$ cat config.mk
export PLATFORM = sky130hd
export DESIGN_NAME = fft_frame_loader
export DESIGN_NICKNAME = d
export VERILOG_FILES = /design/src/rtl/fft_pkg.sv /design/src/rtl/fft_frame_bank.sv /design/src/rtl/fft_frame_loader.sv
export SDC_FILE = /design/constraint.sdc
export NUM_CORES = 1
export LEC_CHECK = 0
export BUFFER_PORTS_ARGS = -buffer_cell sky130_fd_sc_hd__buf_2
export CAP_MARGIN = 20
export CORE_MARGIN = 2
export CORE_UTILIZATION = 30
export DETAILED_ROUTE_END_ITERATION = 12
export PLACE_DENSITY = 0.46
export SLEW_MARGIN = 10
export SYNTH_ARGS = -nofsm -noshare
export SYNTH_HDL_FRONTEND = slang
export SYNTH_SLANG_ARGS = --single-unit
$ cat constraint.sdc
create_clock -name clk -period 4.4 [get_ports clk]
set_clock_uncertainty 0.1 [all_clocks]
set_input_delay 0.66 -clock clk [delete_from_list [all_inputs] [get_ports clk]]
set_output_delay 0.66 -clock clk [all_outputs]
set_load 0.05 [all_outputs]
$ cat src/rtl/fft_pkg.sv
// Shared constants, sample type and index helpers for the FFT front end.
package fft_pkg;

    localparam int FFT_DW   = 16;
    localparam int FFT_FRAC = 6;
    localparam int FFT_N    = 8;

    typedef struct packed {
        logic signed [FFT_DW-1:0] re;
        logic signed [FFT_DW-1:0] im;
    } cplx_t;

    // Reverse the low log2n bits of idx (DIT input ordering).
    function automatic int unsigned bitrev(input int unsigned idx, input int unsigned log2n);
        int unsigned r;
        r = 0;
        for (int unsigned b = 0; b < log2n; b++) begin
            r = (r << 1) | ((idx >> b) & 1);
        end
        return r;
    endfunction

endpackage

$ cat src/rtl/fft_frame_bank.sv
// One N-entry complex register bank with a single write port and all lanes
// exposed in parallel as flat buses.
module fft_frame_bank
    import fft_pkg::*;
#(
    parameter int DW = FFT_DW,
    parameter int N  = FFT_N,
    parameter int AW = $clog2(N)
) (
    input  logic            clk,
    input  logic            clr,
    input  logic            we,
    input  logic [AW-1:0]   waddr,
    input  logic [2*DW-1:0] wdata,
    output logic [N*DW-1:0] lane_re,
    output logic [N*DW-1:0] lane_im
);

    generate
        for (genvar gi = 0; gi < N; gi++) begin : g_lane
            logic [DW-1:0] re_reg;
            logic [DW-1:0] im_reg;

            // wdata is packed as {re, im}
            always_ff @(posedge clk) begin
                if (clr) begin
                    re_reg <= '0;
                    im_reg <= '0;
                end else if (we && (waddr == AW'(gi))) begin
                    re_reg <= wdata[2*DW-1:DW];
                    im_reg <= wdata[DW-1:0];
                end
            end

            assign lane_re[gi*DW +: DW] = re_reg;
            assign lane_im[gi*DW +: DW] = im_reg;
        end
    endgenerate

endmodule

$ cat src/rtl/fft_frame_loader.sv
// Ping-pong serial-to-parallel frame loader feeding the 8-point FFT.
// Define FFT_IN_BITREV_EN to store samples in bit-reversed lane order.
module fft_frame_loader
    import fft_pkg::*;
#(
    parameter int DW   = FFT_DW,
    parameter int N    = FFT_N,
    parameter int CNTW = 16
) (
    input  logic            clk,
    input  logic            reset,
    input  logic            s_valid,
    output logic            s_ready,
    input  logic [DW-1:0]   s_re,
    input  logic [DW-1:0]   s_im,
    input  logic            s_last,
    output logic            f_valid,
    input  logic            f_ready,
    output logic [N*DW-1:0] x_re,
    output logic [N*DW-1:0] x_im,
    output logic            frame_err,
    output logic [CNTW-1:0] frame_cnt
);

    localparam int LW = $clog2(N);

    logic            wr_bank_reg;
    logic            rd_bank_reg;
    logic [LW-1:0]   wr_idx_reg;
    logic [1:0]      full_reg;
    logic [CNTW-1:0] frame_cnt_reg;
    logic            frame_err_reg;

    logic            accept;
    logic            consume;
    logic [LW-1:0]   lane;
    logic [N*DW-1:0] a_re, a_im, b_re, b_im;

    assign s_ready = !full_reg[wr_bank_reg];
    assign f_valid = full_reg[rd_bank_reg];
    assign accept  = s_valid && s_ready;
    assign consume = f_valid && f_ready;

`ifdef FFT_IN_BITREV_EN
    assign lane = LW'(bitrev(32'(wr_idx_reg), LW));
`else
    assign lane = wr_idx_reg;
`endif

    // Reset clears bank contents so x_re/x_im read zero afterwards.
    fft_frame_bank #(.DW(DW), .N(N), .AW(LW)) u_bank_a (
        .clk     (clk),
        .clr     (!reset),
        .we      (accept && !wr_bank_reg),
        .waddr   (lane),
        .wdata   ({s_re, s_im}),
        .lane_re (a_re),
        .lane_im (a_im)
    );

    fft_frame_bank #(.DW(DW), .N(N), .AW(LW)) u_bank_b (
        .clk     (clk),
        .clr     (!reset),
        .we      (accept && wr_bank_reg),
        .waddr   (lane),
        .wdata   ({s_re, s_im}),
        .lane_re (b_re),
        .lane_im (b_im)
    );

    assign x_re      = rd_bank_reg ? b_re : a_re;
    assign x_im      = rd_bank_reg ? b_im : a_im;
    assign frame_err = frame_err_reg;
    assign frame_cnt = frame_cnt_reg;

    // A fill sets full[wr_bank] (which was clear) while a consume clears
    // full[rd_bank] (which was set), so the two never target the same bit.
    always_ff @(posedge clk) begin
        if (!reset) begin
            wr_bank_reg   <= 1'b0;
            rd_bank_reg   <= 1'b0;
            wr_idx_reg    <= '0;
            full_reg      <= 2'b00;
            frame_cnt_reg <= '0;
            frame_err_reg <= 1'b0;
        end else begin
            frame_err_reg <= 1'b0;
            if (accept) begin
                if (wr_idx_reg == LW'(N-1)) begin
                    full_reg[wr_bank_reg] <= 1'b1;
                    wr_bank_reg           <= !wr_bank_reg;
                    wr_idx_reg            <= '0;
                end else if (s_last) begin
                    wr_idx_reg    <= '0;
                    frame_err_reg <= 1'b1;
                end else begin
                    wr_idx_reg <= wr_idx_reg + 1'b1;
                end
            end
            if (consume) begin
                full_reg[rd_bank_reg] <= 1'b0;
                rd_bank_reg           <= !rd_bank_reg;
                frame_cnt_reg         <= frame_cnt_reg + 1'b1;
            end
        end
    end

endmodule

==> impl_metrics.ini <==
[timing]
rsz_0062_raised_after_global_routing = no
max_fclk_mhz = 296
fin_ws_ns = 1.02
tns_ns = 0
final_hold_slack_ns = 0.205
finalMaxSlewViolations = 0
finalSetupViolations = 0
period_share_pct = 76.8
tightestPinTransition_ns = 1.10
final.min_clock_period_ns = 3.38
worst_slew_margin_rel_pct = 26.4
report.final.hold_viol_count = 0

[power]
power.switching_w = 0.00241
power_density_nw_per_um2 = 400
cellLeakagePower_nw = 9.76
clockPowerShare_pct = 48.3
comb_power_share_pct = 4.5
sw_frac_of_total_pct = 23.3
worst_ir_drop_vdd_uv = 329
p_int_w = 0.00795
sequentialPowerShare_pct = 47.2

[floorplanning]
start_util_pct = 30.1
num_rows = 99
die_w_um = 274
fp.dieArea_um2 = 75300
num_io_pins = 312
die_height_um = 274
core_um2 = 72700

[route]
routed-via-count = 18900
drt_iter0_markers = 1280
routed_wire_length_per_instance_um = 19.0
remaining_drc_errors = 0
count_of_antenna_violating_nets_left_after_detailed_routing = 0
drt_wl_total_um = 73800
detail_route.vias_per_cell = 4.87
detail_route.first_pass.iterations = 5

[placed_design]
dp_slack_ns = 1.68
place.detailed.instances = 3773
place.port_buffers = 311
gpl.final_weighted_congestion = 0.765
dp_hpwl_um = 47100

[critical_path]
cp-start-kind = flop
path_max_fanout = 73
timing.critical_path.arrival_ns = 2.62
crit_path_end_kind = primary output
worst_path_required_time_ns = 3.64
timing_worst_setup_path_type = flop to primary output

[grt]
most_crowded_layer_gr = met2
grt_usage_pct = 19.0
grt_start_max_net_pins = 139
globalRouteOverflowTotal = 0
grtUsageMet2_pct = 32.7
grt_pass1_wl_um = 111000
globalRouteMet3Util_pct = 2.82
antenna_found_initial = 0
grt_pass1_vias = 18400
globalRouteMet1Util_pct = 25.1

[finish]
final_core_util_pct = 35.7
layout.nets = 2920
instances_no_fill = 3876
post_route_cells_drive_above_1_share_pct = 24.2
insertedDiodeCount = 0
number_of_fillers_in_the_final_layout = 7505
area_growth_pct = 18.3

[logic_synthesis]
synth.distinct_cells = 33
synth.cell_area_um2 = 21900
synth.net_count = 2779
synth-seq-area-share_pct = 48.9
synth-seq-cells = 536
synth-warning-count = 0
syn-mean-instance-area_um2 = 8.02
syn-instance-count = 2735

[cts]
post-cts-setup-buffer-count = 0
ctsHoldBuffers = 0
h-tree-depth = 2
cts_root_buffer = sky130_fd_sc_hd__clkbuf_16
cts_max_path_buffers = 3
cts.repair.resized = 0
cts_made_buffers = 60
worst_setup_hold_path_clk_slew_ns = 0.06
cts_tree = built
clk_latency_ns = 0.62
clock_sink_count = 536

[status]
status = complete, no violations

[hold_path]
hold_path.class = primary input to flop

[flow_run]
cap_violations = 0
cell usage after synthesis:
library cell | number | area (µm²)
sky130_fd_sc_hd__nor3_1 | 6 | 30.0
sky130_fd_sc_hd__nand4_1 | 4 | 25.0
sky130_fd_sc_hd__nand2b_1 | 2 | 12.5
sky130_fd_sc_hd__and4bb_2 | 2 | 25.0
sky130_fd_sc_hd__or4_1 | 1 | 7.51
sky130_fd_sc_hd__o31ai_1 | 1 | 7.51
sky130_fd_sc_hd__and4b_1 | 1 | 10.0
sky130_fd_sc_hd__inv_1 | 6 | 22.5
sky130_fd_sc_hd__or3_1 | 4 | 25.0
sky130_fd_sc_hd__a21oi_1 | 524 | 2620
sky130_fd_sc_hd__xor2_1 | 3 | 26.3
sky130_fd_sc_hd__o21ai_0 | 5 | 25.0
sky130_fd_sc_hd__clkbuf_1 | 226 | 848
sky130_fd_sc_hd__mux2i_2 | 1 | 13.8
sky130_fd_sc_hd__ha_1 | 7 | 87.6
sky130_fd_sc_hd__xnor2_1 | 7 | 61.3
sky130_fd_sc_hd__mux2i_1 | 1 | 10.0
sky130_fd_sc_hd__buf_2 | 40 | 200
sky130_fd_sc_hd__nor4b_2 | 1 | 15.0
sky130_fd_sc_hd__and2_1 | 12 | 75.1
sky130_fd_sc_hd__a311oi_1 | 1 | 8.76
sky130_fd_sc_hd__and4_1 | 2 | 17.5
sky130_fd_sc_hd__nand3_1 | 11 | 55.1
sky130_fd_sc_hd__buf_4 | 1 | 7.51
sky130_fd_sc_hd__mux2_2 | 256 | 2880
sky130_fd_sc_hd__nor2_1 | 16 | 60.1
sky130_fd_sc_hd__nor4b_1 | 2 | 17.5
sky130_fd_sc_hd__or3_4 | 2 | 22.5
sky130_fd_sc_hd__dfxtp_1 | 536 | 10700
sky130_fd_sc_hd__o211ai_1 | 1 | 7.51
sky130_fd_sc_hd__nor4_1 | 2 | 12.5
sky130_fd_sc_hd__or2_2 | 2 | 12.5
sky130_fd_sc_hd__nand2_1 | 1049 | 3940
cell type report:
type	count	area, µm²	share of cell area [%]
inverter	6	30.0	0.116
tap	959	1200	4.63
clock inverter	13	208	0.801
clock buffer	90	1730	6.69
timing repair buffer	346	1890	7.30
multi-input combinational	1926	10100	39.1
sequential	536	10700	41.4
metal layers:
layer  routed length (µm)  share of wire [%]
met2                35600                 48
met5                    0                  0
met4                 1370                1.8
met3                 3330                4.5
met1                33500                 45
worst max-delay path: stages, from the launching register on:
cell and delay, ns:
sky130_fd_sc_hd__dfxtp_4 0.79, sky130_fd_sc_hd__buf_12 0.40, sky130_fd_sc_hd__mux2_2 0.44, sky130_fd_sc_hd__buf_2 0.22
worst paths after layout:
check / to / start / slack (ns) / cells after the start
worst min register to register: u_bank_b.g_lane[5].re_reg[4] / u_bank_b.g_lane[5].re_reg[4] / 0.35 / 2
worst max-delay path: x_re[108] / rd_bank_reg / 1.02 / 3
worst max register to register: u_bank_b.g_lane[4].im_reg[8] / wr_bank_reg / 1.98 / 5
worst min-delay path: frame_err / s_last / 0.20 / 3
cell usage in the layout (no fill, tap or decap), types with 3 or more instances in the layout:
cell type	n
sky130_fd_sc_hd__nand2_1	1049
sky130_fd_sc_hd__dfxtp_1	535
sky130_fd_sc_hd__a21oi_1	524
sky130_fd_sc_hd__buf_2	311
sky130_fd_sc_hd__mux2_2	256
sky130_fd_sc_hd__clkbuf_16	60
sky130_fd_sc_hd__buf_4	29
sky130_fd_sc_hd__clkbuf_1	18
sky130_fd_sc_hd__nor2_1	14
sky130_fd_sc_hd__clkbuf_8	12
sky130_fd_sc_hd__nand3_1	11
sky130_fd_sc_hd__and2_1	8
sky130_fd_sc_hd__xnor2_1	7
sky130_fd_sc_hd__ha_1	7
sky130_fd_sc_hd__buf_12	6
sky130_fd_sc_hd__inv_1	5
sky130_fd_sc_hd__o21ai_0	5
sky130_fd_sc_hd__clkinv_2	5
sky130_fd_sc_hd__bufinv_16	5
sky130_fd_sc_hd__and2_2	4
sky130_fd_sc_hd__nand4_1	4
sky130_fd_sc_hd__or3_1	4
sky130_fd_sc_hd__nor3_1	4
sky130_fd_sc_hd__xor2_1	3
power by group through the flow:
stage / sequential, W / combinational [W] / clock [W]
2_1_floorplan: 0.00500 / 0.000318 / 0
3_3_place_gp: 0.00500 / 0.000464 / 0
3_5_place_dp: 0.00500 / 0.000470 / 0
4_1_cts: 0.00490 / 0.000471 / 0.00513
5_1_grt: 0.00490 / 0.000498 / 0.00533
6_report: 0.00490 / 0.000464 / 0.00501
stage by stage:
| stage | cell area (µm²) | total power (W) |
|---|---|---|
| finish | 25900 | 0.0104 |
| detailed placement | 24000 | 0.00547 |
| CTS | 25900 | 0.0105 |
| global route | 25900 | 0.0107 |
| floorplan | 21900 | 0.00532 |
| global placement | 24000 | 0.00547 |
cells by family (layout without fill, tap and decap cells):
group	Yosys count	after routing	synth area share [%]
and+or+nand+nor	1119	1119	19.9
DFF	536	536	48.9
AOI/OAI and AO/OA	532	532	12.2
buffers and inverters	273	455	4.92
muxes	258	258	13.3
xor gates and xnor gates	10	10	0.400
adders and majority gates	7	7	0.400
Note: power is estimated with default switching activity, not from simulation.
